<file path="src/rtl/bsg_idiv_pkg.sv">
// Shared types and elaboration helpers for the tagged iterative divider.
// Feature macro used by the divider top: BSG_IDIV_EARLY_TERM_EN.
package bsg_idiv_pkg;

  typedef enum logic [2:0] {
    StIdle,
    StPrep,
    StCalc,
    StFix,
    StDone
  } idiv_state_e;

  // Only radix 2, 4 and 16 are supported by the chained step.
  function automatic bit legal_bits_per_iter(int unsigned bits);
    return (bits == 1) || (bits == 2) || (bits == 4);
  endfunction

  // Bits needed to hold the values 0..x inclusive.
  function automatic int unsigned bsg_width(int unsigned x);
    return $clog2(x + 1);
  endfunction

endpackage

</file>
<file path="src/rtl/bsg_counter_up_down.sv">
// Up/down counter primitive: count += up - down each cycle.
module bsg_counter_up_down
  import bsg_idiv_pkg::*;
#(
  parameter int unsigned max_val_p = 32
) (
  input  logic                           clk,
  input  logic                           reset_n,
  input  logic [bsg_width(max_val_p)-1:0] up,
  input  logic                           down,
  output logic [bsg_width(max_val_p)-1:0] count
);

  localparam int unsigned CntW = bsg_width(max_val_p);

  logic [CntW-1:0] count_q, count_d;

  // Next count from the step inputs.
  always_comb begin
    count_d = count_q + up - CntW'(down);
  end

  // Count register.
  always_ff @(posedge clk or negedge reset_n) begin
    if (!reset_n) begin
      count_q <= '0;
    end else begin
      count_q <= count_d;
    end
  end

  assign count = count_q;

endmodule

</file>
<file path="src/rtl/bsg_idiv_radix_step.sv">
// Combinational restoring-division step resolving bits_per_iter_p quotient
// bits per call. The stored remainder is always below the divisor, so it fits
// in width_p bits; the shifted working value needs width_p+1.
module bsg_idiv_radix_step #(
  parameter int unsigned width_p         = 32,
  parameter int unsigned bits_per_iter_p = 1
) (
  input  logic [width_p-1:0]         partial_rem,
  input  logic [bits_per_iter_p-1:0] dvd_bits,
  input  logic [width_p-1:0]         divisor,
  output logic [bits_per_iter_p-1:0] quot_bits,
  output logic [width_p-1:0]         next_rem
);

  logic [width_p:0] work;

  // Chain of shift / compare / subtract steps, MSB of dvd_bits first.
  always_comb begin
    quot_bits = '0;
    work      = {1'b0, partial_rem};
    for (int i = int'(bits_per_iter_p) - 1; i >= 0; i--) begin
      work = {work[width_p-1:0], dvd_bits[i]};
      if (work >= {1'b0, divisor}) begin
        work         = work - {1'b0, divisor};
        quot_bits[i] = 1'b1;
      end
    end
    next_rem = work[width_p-1:0];
  end

endmodule

</file>
<file path="src/rtl/bsg_idiv_iterative_tagged.sv">
// Tagged iterative integer divider (signed/unsigned), valid/ready in,
// valid/yumi out. Define BSG_IDIV_EARLY_TERM_EN to skip leading zero
// quotient bits of the dividend; results are identical either way.
module bsg_idiv_iterative_tagged
  import bsg_idiv_pkg::*;
#(
  parameter int unsigned width_p         = 32,
  parameter int unsigned bits_per_iter_p = 1,
  parameter int unsigned tag_width_p     = 4
) (
  input  logic                   clk_i,
  input  logic                   reset_n_i,
  input  logic                   v_i,
  output logic                   ready_and_o,
  input  logic [width_p-1:0]     dividend_i,
  input  logic [width_p-1:0]     divisor_i,
  input  logic                   signed_i,
  input  logic [tag_width_p-1:0] tag_i,
  output logic                   v_o,
  output logic [width_p-1:0]     quotient_o,
  output logic [width_p-1:0]     remainder_o,
  output logic                   div_by_zero_o,
  output logic [tag_width_p-1:0] tag_o,
  input  logic                   yumi_i
);

  localparam int unsigned Iters  = width_p / bits_per_iter_p;
  localparam int unsigned CntW   = bsg_width(Iters);
  localparam int unsigned LzW    = $clog2(width_p + 1);
  localparam int unsigned BShift = $clog2(bits_per_iter_p);

  if (!legal_bits_per_iter(bits_per_iter_p) || (width_p % bits_per_iter_p) != 0) begin : g_bad_cfg
    $error("bsg_idiv_iterative_tagged: illegal bits_per_iter_p / width_p combination");
  end

  idiv_state_e state_q, state_d;

  logic [width_p-1:0]     dividend_q, dividend_d;
  logic [width_p-1:0]     divisor_q, divisor_d;
  logic                   signed_q, signed_d;
  logic [tag_width_p-1:0] tag_q, tag_d;
  logic                   q_neg_q, q_neg_d;
  logic                   r_neg_q, r_neg_d;
  logic [width_p-1:0]     dvd_q, dvd_d;
  logic [width_p-1:0]     dsr_q, dsr_d;
  logic [width_p-1:0]     quot_q, quot_d;
  logic [width_p-1:0]     rem_q, rem_d;
  logic [width_p-1:0]     quotient_q, quotient_d;
  logic [width_p-1:0]     remainder_q, remainder_d;
  logic                   dbz_q, dbz_d;

  logic                       dividend_neg, divisor_neg;
  logic [width_p-1:0]         dividend_mag, divisor_mag;
  logic [LzW-1:0]             skip;
  logic [CntW-1:0]            prep_iters;
  logic [CntW-1:0]            count;
  logic [CntW-1:0]            cnt_up;
  logic                       cnt_down;
  logic [bits_per_iter_p-1:0] step_q;
  logic [width_p-1:0]         step_rem;

  assign dividend_neg = signed_q & dividend_q[width_p-1];
  assign divisor_neg  = signed_q & divisor_q[width_p-1];
  assign dividend_mag = dividend_neg ? -dividend_q : dividend_q;
  assign divisor_mag  = divisor_neg ? -divisor_q : divisor_q;

`ifdef BSG_IDIV_EARLY_TERM_EN
  logic [LzW-1:0] lz;

  // Leading-zero count of the dividend magnitude (width_p when zero).
  always_comb begin
    lz = LzW'(width_p);
    for (int i = 0; i < int'(width_p); i++) begin
      if (dividend_mag[i]) lz = LzW'(int'(width_p) - 1 - i);
    end
  end

  // Whole radix digits of leading zeros are skipped, never partial ones.
  assign skip       = (lz >> BShift) << BShift;
  assign prep_iters = CntW'(Iters) - CntW'(lz >> BShift);
`else
  assign skip       = '0;
  assign prep_iters = CntW'(Iters);
`endif

  bsg_idiv_radix_step #(
    .width_p        (width_p),
    .bits_per_iter_p(bits_per_iter_p)
  ) u_step (
    .partial_rem(rem_q),
    .dvd_bits   (dvd_q[width_p-1 -: bits_per_iter_p]),
    .divisor    (dsr_q),
    .quot_bits  (step_q),
    .next_rem   (step_rem)
  );

  bsg_counter_up_down #(
    .max_val_p(Iters)
  ) u_iter_cnt (
    .clk    (clk_i),
    .reset_n(reset_n_i),
    .up     (cnt_up),
    .down   (cnt_down),
    .count  (count)
  );

  // Controller: next state plus iteration-counter load/decrement.
  always_comb begin
    state_d  = state_q;
    cnt_up   = '0;
    cnt_down = 1'b0;
    unique case (state_q)
      StIdle: if (v_i) state_d = StPrep;
      StPrep: begin
        cnt_up  = prep_iters;
        state_d = (prep_iters == '0) ? StFix : StCalc;
      end
      StCalc: begin
        cnt_down = 1'b1;
        if (count == CntW'(1)) state_d = StFix;
      end
      StFix:  state_d = StDone;
      StDone: if (yumi_i) state_d = StIdle;
      default: state_d = StIdle;
    endcase
  end

  // Datapath next-state, staged by controller state.
  always_comb begin
    dividend_d  = dividend_q;
    divisor_d   = divisor_q;
    signed_d    = signed_q;
    tag_d       = tag_q;
    q_neg_d     = q_neg_q;
    r_neg_d     = r_neg_q;
    dvd_d       = dvd_q;
    dsr_d       = dsr_q;
    quot_d      = quot_q;
    rem_d       = rem_q;
    quotient_d  = quotient_q;
    remainder_d = remainder_q;
    dbz_d       = dbz_q;
    unique case (state_q)
      StIdle: begin
        if (v_i) begin
          dividend_d = dividend_i;
          divisor_d  = divisor_i;
          signed_d   = signed_i;
          tag_d      = tag_i;
        end
      end
      StPrep: begin
        q_neg_d = dividend_neg ^ divisor_neg;
        r_neg_d = dividend_neg;
        dvd_d   = dividend_mag << skip;
        dsr_d   = divisor_mag;
        quot_d  = '0;
        rem_d   = '0;
      end
      StCalc: begin
        rem_d  = step_rem;
        dvd_d  = dvd_q << bits_per_iter_p;
        quot_d = (quot_q << bits_per_iter_p) | width_p'(step_q);
      end
      StFix: begin
        if (divisor_q == '0) begin
          quotient_d  = '1;
          remainder_d = dividend_q;
          dbz_d       = 1'b1;
        end else begin
          // Most-negative / -1 needs no special case: negation wraps back.
          quotient_d  = q_neg_q ? -quot_q : quot_q;
          remainder_d = r_neg_q ? -rem_q : rem_q;
          dbz_d       = 1'b0;
        end
      end
      default: ;
    endcase
  end

  // State and datapath registers.
  always_ff @(posedge clk_i or negedge reset_n_i) begin
    if (!reset_n_i) begin
      state_q     <= StIdle;
      dividend_q  <= '0;
      divisor_q   <= '0;
      signed_q    <= 1'b0;
      tag_q       <= '0;
      q_neg_q     <= 1'b0;
      r_neg_q     <= 1'b0;
      dvd_q       <= '0;
      dsr_q       <= '0;
      quot_q      <= '0;
      rem_q       <= '0;
      quotient_q  <= '0;
      remainder_q <= '0;
      dbz_q       <= 1'b0;
    end else begin
      state_q     <= state_d;
      dividend_q  <= dividend_d;
      divisor_q   <= divisor_d;
      signed_q    <= signed_d;
      tag_q       <= tag_d;
      q_neg_q     <= q_neg_d;
      r_neg_q     <= r_neg_d;
      dvd_q       <= dvd_d;
      dsr_q       <= dsr_d;
      quot_q      <= quot_d;
      rem_q       <= rem_d;
      quotient_q  <= quotient_d;
      remainder_q <= remainder_d;
      dbz_q       <= dbz_d;
    end
  end

  // ready is gated by reset so it reads low while reset is held.
  assign ready_and_o   = (state_q == StIdle) & reset_n_i;
  assign v_o           = (state_q == StDone);
  assign quotient_o    = quotient_q;
  assign remainder_o   = remainder_q;
  assign div_by_zero_o = dbz_q;
  assign tag_o         = tag_q;

endmodule
</file>
<file path="config.mk">
export PLATFORM = sky130hd
export DESIGN_NAME = bsg_idiv_iterative_tagged
export DESIGN_NICKNAME = d
export VERILOG_FILES = /design/src/rtl/bsg_idiv_pkg.sv /design/src/rtl/bsg_counter_up_down.sv /design/src/rtl/bsg_idiv_radix_step.sv /design/src/rtl/bsg_idiv_iterative_tagged.sv
export SDC_FILE = /design/constraint.sdc
export NUM_CORES = 1
export LEC_CHECK = 0
export CORE_ASPECT_RATIO = 0.9
export CORE_MARGIN = 3
export CORE_UTILIZATION = 41
export CTS_CLUSTER_SIZE = 30
export DETAILED_ROUTE_END_ITERATION = 8
export SLEW_MARGIN = 30
export SYNTH_ARGS = -nofsm -noshare
export SYNTH_HDL_FRONTEND = slang
export SYNTH_SLANG_ARGS = --single-unit
</file>
<file path="constraint.sdc">
create_clock -name clk_i -period 2.8 [get_ports clk_i]
set_clock_uncertainty 0.15 [all_clocks]
set_input_delay 0.28 -clock clk_i [delete_from_list [all_inputs] [get_ports clk_i]]
set_output_delay 0.28 -clock clk_i [all_outputs]
set_load 0.01 [all_outputs]
</file>
### Word level (Yosys, flattened, before mapping)

Index checks and enable logic that the tools add are counted.

| word-level totals | value |
|---|---|
| flip-flop bits (word level) | 273 |
| memory bits (writable) | 0 |
| memories | 0 |
| logic and storage cells | 59 |
| memory bits (read-only) | 0 |
| output and inout bits | 71 |
| input bits | 73 |
| bits in latches | 0 |

| operators by class | value |
|---|---|
| bitwise gates (word level) | 5 |
| order comparisons | 1 |
| multiplexer cells | 18 |
| multiply operators | 0 |
| equal/unequal tests | 8 |
| reductions and logical operators | 5 |
| add/subtract/negate cells | 7 |
| div/mod/pow operators | 0 |
| shift-type cells | 0 |

Operator list:

| operator | number |
|---|---|
| 2-to-1 mux 32 bit | 7 |
| case mux 32 bit (2 select lines) | 3 |
| negation 32 bit | 4 |
| >= comparator 33 x 32 -> 1 bit | 1 |
| zero test 32 bit | 1 |
| bitwise OR 32 x 1 -> 32 bit | 1 |
| subtractor 32 bit | 1 |
| case mux 3 bit (5 select lines) | 1 |
| 2-to-1 mux 3 bit | 3 |
| adder 6 bit | 1 |
| == test 3 x 2 -> 1 bit (second input constant) | 2 |
| == test 6 x 1 -> 1 bit (second input constant) | 1 |
| 2-to-1 mux 6 bit | 1 |
| subtractor 6 x 1 -> 6 bit | 1 |
| != test 2 bit (second input constant) | 2 |
| AND 1 bit | 3 |
| == test 3 x 1 -> 1 bit (second input constant) | 1 |
| == test 3 bit (second input constant) | 1 |
| zero test 3 bit | 1 |
| 2-to-1 mux 1 bit | 3 |
| AND reduction 3 bit | 1 |
| != test 2 x 1 -> 1 bit (second input constant) | 1 |
| AND reduction 2 bit | 1 |
| nonzero test 2 bit | 1 |
| XOR 1 bit | 1 |

### Longest topological paths before layout

Gate-level depths: netlist (run 1).

| logic depth | value |
|---|---|
| word-level depth | 4 |
| gate-level depth with buffers | 14 |
| mapped depth without buffers | 12 |

### Modules after synthesis

Synthesis (run 1) repeated with hierarchy kept, for this count alone.

| second synthesis, totals | value |
|---|---|
| cells, all modules | 1593 |
| area total of the unflattened synthesis | 15554.9 um2 |

By module, submodules not included:

| module | sequential area each (um2) | area each (um2) | cells each | instances |
|---|---|---|---|---|
| bsg_idiv_iterative_tagged | 6681.4 | 12748.5 | 1221 | 1 |
| bsg_idiv_radix_step | 0.0 | 2331.0 | 323 | 1 |
| bsg_counter_up_down | 150.1 | 475.5 | 49 | 1 |

### Worst setup path before layout (run 1)

Ideal clock, no wire load.

| timing | value |
|---|---|
| path kind | flip-flop to flip-flop |
| start point | register rem_q[15] |
| end point | register rem_q[28] |
| buffers on the path | 4 |
| data arrival time | 2773 ps |
| setup time | 76 ps |
| stages on the path, launching flop included | 14 |
| data required time | 2574 ps |
| slack | -199 ps |
| clock period less this slack | 2999 ps |
| cells stage by stage | dfrtp_1 ha_1 buf_2 and4_1 clkbuf_1 o2111ai_1 o32ai_1 nor2_1 a21o_1 a21o_1 clkbuf_1 buf_2 a2111o_1 o21ai_1 |

| on the way | value |
|---|---|
| longest elaborated chain between the ends | 3 |
| elaborated cells between the ends (all ways) | 4 |
| those cells by class | add/sub (1); order compare (1); mux (2) |

Ends and longest elaborated chain:

| element | line | text |
|---|---|---|
| start: declaration | bsg_idiv_iterative_tagged.sv:47 | `logic [width_p-1:0] rem_q, rem_d;` |
| start signal: assignment | bsg_idiv_iterative_tagged.sv:209 | `rem_q <= rem_d;` |
| subtractor 32 bit or >= comparator 33 x 32 -> 1 bit (tied branches) | bsg_idiv_radix_step.sv:24, bsg_idiv_radix_step.sv:23 |  |
| 2-to-1 mux 32 bit (*) | bsg_idiv_radix_step.sv:23 | `if (work >= {1'b0, divisor}) begin` |
| case mux 32 bit (2 select lines) (*) | bsg_idiv_iterative_tagged.sv:143 | `unique case (state_q)` |

Mark *: on every way between the ends. The rest lies on a longest branch, timed or not.
A chain may end at the register's enable or synchronous reset.

### Worst setup path after layout (run 1)

| timing | value |
|---|---|
| start point | register dividend_q[7] |
| end point | register dvd_q[29] |

| on the way | value |
|---|---|
| longest elaborated chain between the ends | 3 |

Ends and longest elaborated chain:

| element | line | text |
|---|---|---|
| start: declaration | bsg_idiv_iterative_tagged.sv:38 | `logic [width_p-1:0] dividend_q, dividend_d;` |
| start signal: assignment | bsg_idiv_iterative_tagged.sv:200 | `dividend_q <= dividend_d;` |
| negation 32 bit | bsg_idiv_iterative_tagged.sv:64 | `assign dividend_mag = dividend_neg ? -dividend_q : dividend_q;` |
| 2-to-1 mux 32 bit | bsg_idiv_iterative_tagged.sv:64 |  |
| case mux 32 bit (2 select lines) | bsg_idiv_iterative_tagged.sv:143 |  |
| end signal: assignment | bsg_idiv_iterative_tagged.sv:206 | `dvd_q <= dvd_d;` |
| end: declaration | bsg_idiv_iterative_tagged.sv:44 | `logic [width_p-1:0] dvd_q, dvd_d;` |

Every way passes these cells.

==> flow_summary.yaml, run 1 <==
detailed_routing:
  m1WireLength_mm: 21.4
  drt-total-wl_mm: 43.1
  top_layer: "met4"
  antenna_left: 0
  dr_wl_met2_mm: 18.7
  drcViolationCount: 0
  routed_via_density: 5.52
  dr_wl_met3_mm: 2.34
  via_count: 12800
  drtPass1Iterations: 5
  first_iter_violations: 779
  wl_per_cell_um: 18.6
setup_path:
  start_kind: "flop"
  crit_type: "flop to flop"
  setup.worst_path.end_class: "flop"
  cp.arrival_ns: 3.18
  ff2ff_path_depth: 9
  required_ns: 3.10
  r2r_setup_slack_ns: -0.09
  r2r-end: "dvd_q[29]"
  worstReg2RegStart: "dividend_q[7]"
  crit_fanout: 4
sta:
  rsz0062_at_grt: "true"
  max_freq_mhz: 346
  fin_crit_sh_pct: 103
  slew_headroom_pct: 24.3
  final-setup-viol-count: 7
  finalHoldViolCount: 0
  finalCriticalPeriod_ns: 2.89
  finalSetupTns_ns: -0.290
  tightest_slew_ns: 1.14
  finalMaxSlewViolations: 0
  holdWs_ns: 0.117
  setup_slack_ns: -0.0880
clocking:
  cts_tree: "done"
  cts_max_level: 1
  clkSinkCount: 273
  cts.clk_slew.worst_paths_ns: 0.06
  root_buffer: "clkbuf_16"
  clockBufferDepth: 3
  clk_latency_ns: 0.57
  cts_buffers: 30
place:
  gp_congestion: 0.905
  pre_cts_ws_ns: -0.201
  io_buffers: 143
  dp_hpwl_mm: 29.7
  place_inst: 2236
global_routing:
  grt_pass1_wl_mm: 67.8
  grt_overflow: 0
  grt_antenna_before_repair: 1
  grt_pass1_vias: 12400
  grt_max_degree: 134
  grtUsageTotal_pct: 20.9
synthesis:
  synth.top_cell.area_share_pct: 45.4
  syn_area_mm2: 0.0150
  synth_nets: 1652
  synthTopCellsByArea: "dfrtp_1 (45%), o21ai_0 (5.4%), xor2_1 (5.3%)"
  postSynthAreaPerCell_um2: 9.80
  synth_edf_count: 0
  ys_seq_area_share_pct: 45.4
  yosys_warnings: 0
  async_flop_share_pct: 100
  synth_top_flop_cell: "dfrtp_1"
  synthCells: 1535
  yosys.area.top_type: "dfrtp_1"
  ys_types: 72
  ys_ff_latch: 273
power:
  p_leak_nw: 8.82
  ir_worst_vdd_uv: 629
  powerDensity_mw_per_mm2: 1370
floorplanning:
  start_util_pct: 42.2
  core_mm2: 0.0356
  die_h_um: 188
  die_w_um: 208
  fp-row-count: 65
  dieArea_mm2: 0.0390
  io_pins: 144
final_layout:
  final_cell_mix: "dfrtp_1 (271), buf_4 (182), clkdlybuf4s50_1 (142)"
  area_growth_pct: 36.0
  fin_cells: 2317
  final_common_cell: "dfrtp_1"
  fin_nets: 1944
  final_layout_size_suffix_gt1_share_pct: 25.3
  post-route-util_pct: 57.4
  diodes: 0
status:
  outcome: "complete, but fails checks"
  failed_checks: "negative setup slack"
flow_run:
  maxCapViolCount: 0
min_path:
  hold_path.class: "primary input to asynchronous set/reset pin"
[cells by family (layout without fill, tap and decap cells)]
logic type / count (synthesis) / count (layout) / share of synthesized area, %
adders and majority gates: 44 / 44 / 3.76
muxes: 91 / 91 / 6.60
DFF: 273 / 273 / 45.4
AOI/OAI and AO/OA: 471 / 471 / 20.3
buffers and inverters: 155 / 468 / 3.97
xor gates and xnor gates: 139 / 139 / 8.10
and+or+nand+nor: 362 / 362 / 11.9
[worst max-delay path by stage]
stage,from,cells past startpoint,end
floorplan,rem_q[15],13,rem_q[28]
CTS,dividend_q[7],9,dvd_q[29]
global route,dividend_q[7],9,dvd_q[29]
finish,dividend_q[7],9,dvd_q[29]
global placement,dvd_q[31],13,rem_q[10]
detailed placement,dvd_q[31],13,rem_q[10]
[final cells by class]
cell class / count / area (um2)
fill: 3120 / 15200
multi-input combinational: 1107 / 8490
sequential: 273 / 6830
timing repair buffer: 355 / 3310
clock buffer: 50 / 946
tap: 469 / 587
inverter: 60 / 225
clock inverter: 3 / 51.3
[synth_stat cells, types with 26 or more instances]
| master | instances |
|---|---|
| mux2_2 | 65 |
| dfrtp_1 | 273 |
| o21ai_0 | 162 |
| nand3_1 | 28 |
| a21oi_1 | 79 |
| xnor2_1 | 48 |
| a22o_1 | 36 |
| nand2_1 | 119 |
| a22oi_1 | 55 |
| nor2_1 | 92 |
| xor2_1 | 91 |
| o31ai_1 | 33 |
| inv_1 | 59 |
| ha_1 | 42 |
| clkbuf_1 | 74 |
| mux2i_1 | 26 |
[power breakdown]
group / total, mW / internal (mW) / switching [mW] / leakage, nW
Sequential: 7.18 / 5.62 / 1.56 / 3.43
Clock: 3.97 / 2.37 / 1.60 / 0.490
Combinational: 16.8 / 8.22 / 8.59 / 4.89
Total: 28.0 / 16.2 / 11.7 / 8.82
[state kept, by name, indices dropped and copies added (netlist names)]
name,count
r_neg_q,1
dvd_q,32
dividend_q,32
rem_q,32
quotient_o,32
dsr_q,32
remainder_o,32
u_iter_cnt.count,6
signed_q,1
div_by_zero_o,1
q_neg_q,1
tag_o,4
quot_q,32
state_q,3
divisor_q,32
[per-stage QoR]
| step | instance area, um2 | power, mW |
|---|---|---|
| 2_1_floorplan | 15100 | 15.9 |
| 3_3_place_gp | 18200 | 21.3 |
| 3_5_place_dp | 18200 | 21.5 |
| 4_1_cts | 19500 | 26.2 |
| 5_1_grt | 20500 | 30.0 |
| 6_report | 20500 | 28.0 |
[critical path, stage by stage, from the launching register on]
cell and delay [ns]:
dfrtp_1 0.37, or4_4 0.54, or3_4 0.34, or4_4 0.46, nor3_4 0.17, nand2_2 0.11
buf_12 0.18, nor4_4 0.15, mux2i_1 0.21, o21ai_1 0.07
[per-layer routing]
| layer | up-vias | track usage [%] |
|---|---|---|
| met2 | 311 | 30.8 |
| met4 | 0 | 3.27 |
| met1 | 6301 | 32.8 |
| met5 | - | 0 |
| li1 | 6150 | - |
| met3 | 37 | 3.45 |
[what timing repair did]
item / 4_1_cts / 5_1_grt
endpoints found under the hold margin: 273 / 0
gates cloned: 0 / 6
hold buffers: 2 / 0
endpoints found under the setup margin: 53 / 104
resized for setup: 51 / 149
pin swaps: 15 / 55
setup buffers: 3 / 18
Note: power is estimated with default switching activity, not from simulation.
==> inputs of run 2 (changes only) <==
==> constraint.sdc (replaced) <==
create_clock -name clk_i -period 3.55 [get_ports clk_i]
set_clock_uncertainty 0.15 [all_clocks]
set_input_delay 0.355 -clock clk_i [delete_from_list [all_inputs] [get_ports clk_i]]
set_output_delay 0.355 -clock clk_i [all_outputs]
set_load 0.01 [all_outputs]
==> run 2 against run 1 <==
  * Power down 32%
  * Hold slack lost 0.031 ns
  * Routed wire length down 7.7%
  * Combinational power decreased by 41%
  * Maximum frequency is 11% lower
  * Sequential power is 18% lower
  * Largest power group unchanged
  * Global-route usage shrank 0.74 points
  * Critical endpoint is now rem_q[21]
  * The run now ends clean
  * Sequential cell count unchanged
  * Register-to-register slack better by 0.39 ns
  * Core utilization decreased by 6.7 points
==> flow_summary.yaml, run 2 (synthesis gave the netlist of run 1 again) <==
status:
  outcome: "complete, no violations"
sta:
  max_freq_mhz: 308
  finalSetupTns_ns: 0
  slew_headroom_pct: 40.2
  finalMaxSlewViolations: 0
  final-setup-viol-count: 0
  finalHoldViolCount: 0
  setup_slack_ns: 0.298
  tightest_slew_ns: 0.898
  finalCriticalPeriod_ns: 3.25
  fin_crit_sh_pct: 91.6
  rsz0062_at_grt: "false"
clocking:
  clk_latency_ns: 0.58
  cts_max_level: 1
  cts_buffers: 31
  clkSinkCount: 273
  cts.clk_slew.worst_paths_ns: 0.07
  root_buffer: "clkbuf_16"
  cts_tree: "done"
  clockBufferDepth: 3
  cts_setup_buffers: 0
setup_path:
  required_ns: 3.91
  crit_type: "flop to flop"
  slowest_stage: "or4_1"
  crit_path_max_incr_delay_ns: 0.53
  path_cells: "ha_1 -> and4_1 -> o2111ai_1 -> o32ai_1 -> nor2_1 -> a21o_1 -> a21o_1 -> buf_12 -> or4_1 -> nand3_1"
  crit_family: "simple AND/OR/NAND/NOR gates"
  start_kind: "flop"
  crit_start: "rem_q[14]"
  setup.worst_path.end_class: "flop"
  cp_num_buf_inv: 1
  cp.arrival_ns: 3.61
  crit_fanout: 31
  worstReg2RegStart: "rem_q[14]"
  cp_common_cell: "a21o_1"
floorplanning:
  io_pins: 144
  core_mm2: 0.0356
  die_h_um: 188
  die_w_um: 208
  start_util_pct: 42.2
  fp-row-count: 65
  dieArea_mm2: 0.0390
place:
  gp_congestion: 0.889
  io_buffers: 143
  dp_hpwl_mm: 28.1
  place_inst: 2086
  pre_cts_ws_ns: 0.325
detailed_routing:
  routed_via_density: 5.56
  drcViolationCount: 0
  wl_per_cell_um: 18.5
  antenna_left: 0
  via_count: 11900
  drtPass1Iterations: 5
  drt-total-wl_mm: 39.8
  first_iter_violations: 699
final_layout:
  final_common_cell: "dfrtp_1"
  diodes: 0
  fin_nets: 1769
  post-route-util_pct: 50.8
  final_layout_size_suffix_gt1_share_pct: 11.0
  area_growth_pct: 20.2
  final_cell_mix: "dfrtp_1 (271), o21ai_0 (162), clkdlybuf4s50_1 (142)"
  fin_cells: 2145
min_path:
  hold_path.class: "primary input to asynchronous set/reset pin"
global_routing:
  grt_max_degree: 121
  grtUsageTotal_pct: 20.1
  grt_pass1_wl_mm: 65.3
  grt_antenna_before_repair: 0
  grt_overflow: 0
  grt_pass1_vias: 11700
power:
  power_mw: 18.9
  powerDensity_mw_per_mm2: 1050
  ir_worst_vdd_uv: 564
  p_leak_nw: 7.81
flow_run:
  maxCapViolCount: 0
run 2: cell types whose count changed in the layout (fill, tap and decap cells not counted), moves of 9 or more:
cell      delta
buf_4      -151
o21ai_0     +28
o21ai_1     -26
ha_1        +14
a22oi_1     +13
a22oi_2     -13
buf_6       -12
ha_4        -12
clkinv_2    +11
buf_12      -10
o31ai_1      +9
run 2: per-layer routing:
metal  track usage, %  vias up  routed length (um)
met3             3.46       38                1950
li1                 -     5810                   -
met1             31.8     5829               20500
met5                0        -                   0
met2             29.3      255               16700
met4             3.21        0                 614
run 2: report_power, final:
group          leakage (nW)  internal, mW  total (mW)  switching (mW)
logic                  3.85          4.41        9.84            5.43
clock network         0.528          1.91        3.23            1.32
registers              3.43          4.43        5.87            1.44
total                  7.81          10.8        18.9            8.19
run 2: final timing paths:
kind	endpoint	slack (ns)	cells after the start
max	rem_q[21]	0.30	10
min reg2reg	dsr_q[15]	0.33	2
min in group clk_i	divisor_q[1]	0.19	3
min	quotient_o[11]	0.09	2
max reg2reg	rem_q[21]	0.30	10
max in group asynchronous	q_neg_q	2.03	3
run 2: per-stage QoR:
stage / hold slack (ns) / cell area, um2
2_1_floorplan: -0.0906 / 15000
3_3_place_gp: 0.0798 / 17000
3_5_place_dp: 0.0804 / 17000
4_1_cts: 0.0710 / 18000
5_1_grt: 0.0880 / 18100
6_report: 0.0853 / 18100
run 2: timing repair:
action	in CTS	in global routing
hold buffers	1	0
gates resized for setup	0	0
hold endpoints to repair	147	0
run 2: area by class of cell:
class / instances / area [um2]
Multi-Input combinational cell: 1107 / 7620
Clock buffer: 42 / 897
Timing Repair Buffer: 179 / 1770
Clock inverter: 15 / 140
Sequential cell: 273 / 6830
Inverter: 60 / 225
Tap cell: 469 / 587
Fill cell: 3324 / 17500
run 2: worst register-to-register path, cell delays in order, from the launching register on:
cell	delay [ns]
dfrtp_1	0.47
ha_1	0.44
and4_1	0.37
o2111ai_1	0.17
o32ai_1	0.25
nor2_1	0.14
a21o_1	0.20
a21o_1	0.19
buf_12	0.18
or4_1	0.53
nand3_1	0.09
==> inputs of run 3 (changes only) <==
--- a/config.mk
+++ b/config.mk
@@ -10,7 +10,10 @@
 export CORE_UTILIZATION = 41
 export CTS_CLUSTER_SIZE = 30
 export DETAILED_ROUTE_END_ITERATION = 8
+export MAX_ROUTING_LAYER = met4
 export SLEW_MARGIN = 30
 export SYNTH_ARGS = -nofsm -noshare
 export SYNTH_HDL_FRONTEND = slang
+export SYNTH_HIERARCHICAL = 1
 export SYNTH_SLANG_ARGS = --single-unit
+export TNS_END_PERCENT = 50
==> run 3 against run 2 <==
  * Combinational power rose by 18%
  * Non-clock buffer count rose by 23
  * Routed wire length rose by 7.5%
  * Core utilization fell by 0.38 points
  * First-iteration DRC count rose by 21%
  * Sequential power fell by 0.7%
  * Via count rose by 4.7%
  * Maximum frequency fell by 2.2%
  * Clock-buffer cell count fell by 1
  * Critical path depth rose by 2
  * Synthesized cell count rose by 3.8%
  * Die area rose by 3.3%
  * Highest routed layer unchanged
==> flow_summary.yaml, run 3 <==
status:
  outcome: "complete, no violations"
setup_path:
  required_ns: 3.85
  crit_type: "flop to flop"
  start_kind: "flop"
  r2r-end: "rem_q[26]"
  cp.arrival_ns: 3.62
  ff2ff_path_depth: 12
  worstReg2RegStart: "rem_q[6]"
  crit_fanout: 13
  setup.worst_path.end_class: "flop"
  r2r_setup_slack_ns: 0.23
clocking:
  clockBufferDepth: 3
  cts.clk_slew.worst_paths_ns: 0.06
  root_buffer: "clkbuf_16"
  clk_latency_ns: 0.57
  cts_max_level: 1
  clkSinkCount: 273
  cts_buffers: 31
  cts_tree: "done"
  cts_setup_buffers: 0
detailed_routing:
  via_count: 12500
  antenna_left: 0
  first_iter_violations: 844
  drcViolationCount: 0
  routed_via_density: 5.57
  drt-total-wl_mm: 42.7
  drtPass1Iterations: 5
  wl_per_cell_um: 19.1
final_layout:
  fin_cells: 2241
  diodes: 0
  fin_nets: 1855
  final_cell_mix: "dfrtp_1 (271), clkdlybuf4s50_1 (142), nand2_1 (127)"
  final_common_cell: "dfrtp_1"
  final_layout_size_suffix_gt1_share_pct: 14.2
  area_growth_pct: 20.8
synthesis:
  ys_ff_latch: 273
  yosys.area.top_type: "dfrtp_1"
  yosys.area_share.adder_pct: 3.96
  synthCells: 1593
  yosys_warnings: 6
  synth_edf_count: 0
  muxShareOfSynthArea_pct: 7.66
  netlist_top_cells_count: "dfrtp_1 (273), nand2_1 (127), o21ai_0 (121), nor2_1 (112), a21oi_1 (92)"
  synthXorXnorAreaFrac_pct: 7.83
  synth_compound_area_share_pct: 19.7
  synth.top_cell.area_share_pct: 43.9
  ys_types: 76
  async_flop_share_pct: 100
  synth_top_flop_cell: "dfrtp_1"
  synthTopCellsByArea: "dfrtp_1 (44%), mux2_2 (6.1%), xor2_1 (4.3%)"
  synth_most_common_cell: "dfrtp_1"
  synthSimpleGateAreaFrac_pct: 12.5
  syn_area_mm2: 0.0156
  ys_seq_area_share_pct: 43.9
  synth_top_family_by_area: "compound AO/OA/AOI/OAI gates"
  postSynthAreaPerCell_um2: 9.76
sta:
  max_freq_mhz: 301
  tightest_slew_ns: 0.884
  slew_headroom_pct: 41.0
  rsz0062_at_grt: "false"
  finalCriticalPeriod_ns: 3.32
  finalSetupTns_ns: 0
  fin_crit_sh_pct: 93.6
  finalMaxSlewViolations: 0
  final-setup-viol-count: 0
  finalHoldViolCount: 0
floorplanning:
  fp-row-count: 67
  start_util_pct: 41.7
  dieArea_mm2: 0.0403
  die_h_um: 191
  io_pins: 144
  die_w_um: 211
  core_mm2: 0.0373
global_routing:
  grt_antenna_before_repair: 0
  grt_pass1_vias: 12100
  grtUsageTotal_pct: 21.8
  grt_pass1_wl_mm: 68.3
  grt_overflow: 0
  grt_max_degree: 155
min_path:
  holdPathEnd: "dividend_q[1]"
  worstHoldPathCells: 3
  hold_path.class: "primary input to flop"
  min-delay-start: "dividend_i[1]"
place:
  io_buffers: 143
  gp_congestion: 0.899
  dp_hpwl_mm: 30.5
  place_inst: 2183
flow_run:
  maxCapViolCount: 0
power:
  powerDensity_mw_per_mm2: 1100
  ir_worst_vdd_uv: 432
  p_leak_nw: 8.08
## run 3: logic make-up (layout without fill, tap and decap cells)
kind of cell	count (synthesis)	after routing
adders and majority gates	48	48
and+or+nand+nor	391	391
buffers and inverters	173	334
muxes	104	104
xor gates and xnor gates	139	139
AOI/OAI and AO/OA	464	464
DFF	273	273
other	1	5
## run 3: timing repair
action | CTS | global route
resized for setup | 0 | 1
hold buffers | 1 | 0
endpoints found under the hold margin | 68 | 0
endpoints found under the setup margin | 0 | 27
## run 3: routing by layer
metal / share of wire (%) / routed length, um / global-route usage, % / vias to the layer above
met1: 48 / 20600 / 31.4 / 6055
met3: 5.7 / 2430 / 3.29 / 66
met2: 43 / 18600 / 32.3 / 363
met4: 2.7 / 1150 / 5.46 / 0
met5: 0 / 0 / - / -
li1: - / - / - / 6006
## run 3: worst max-delay path, cell delays in order (launching register included)
cell	delay, ns
dfrtp_1	0.39
ha_1	0.36
a21oi_2	0.23
a211oi_1	0.11
or3_4	0.39
nor4b_4	0.33
o21ai_2	0.12
a31oi_4	0.19
o21a_4	0.20
inv_2	0.07
buf_12	0.15
mux2_4	0.30
a22o_1	0.21
## run 3: how the worst max path moves through the flow
stage               slack, ns     start         to
finish                   0.23  rem_q[6]  rem_q[26]
global route             0.04  rem_q[6]  rem_q[24]
CTS                      0.17  rem_q[9]   rem_q[7]
detailed placement       0.19  rem_q[9]  rem_q[12]
global placement         0.34  rem_q[6]  rem_q[21]
floorplan                0.27  rem_q[6]  rem_q[21]
## run 3: stage by stage
| stage | instance area, um2 | total power [mW] | setup slack [ns] | util, % | hold slack, ns |
|---|---|---|---|---|---|
| after floorplan | 15600 | 13.6 | 0.268 | - | -0.0906 |
| after global placement | 17700 | 17.2 | 0.342 | 47.5 | 0.218 |
| after detailed placement | 17700 | 17.4 | 0.187 | 47.6 | 0.208 |
| after CTS | 18800 | 20.8 | 0.173 | 50.4 | 0.158 |
| after global routing | 18800 | 22.3 | 0.0384 | 50.4 | 0.186 |
| final | 18800 | 20.6 | 0.226 | 50.4 | 0.187 |
## run 3: area by class of cell
type | count | area [um2]
flip-flops and latches | 273 | 6830
multi-input cells | 1151 | 8080
fillers | 3481 | 18500
inverters | 75 | 282
repair buffers | 202 | 1960
clock buffers | 41 | 863
well taps | 483 | 604
clock inverters | 16 | 168
## run 3: where the power goes
part	switching, mW	internal, mW
logic	6.15	5.41
registers	1.36	4.47
clock network	1.33	1.92
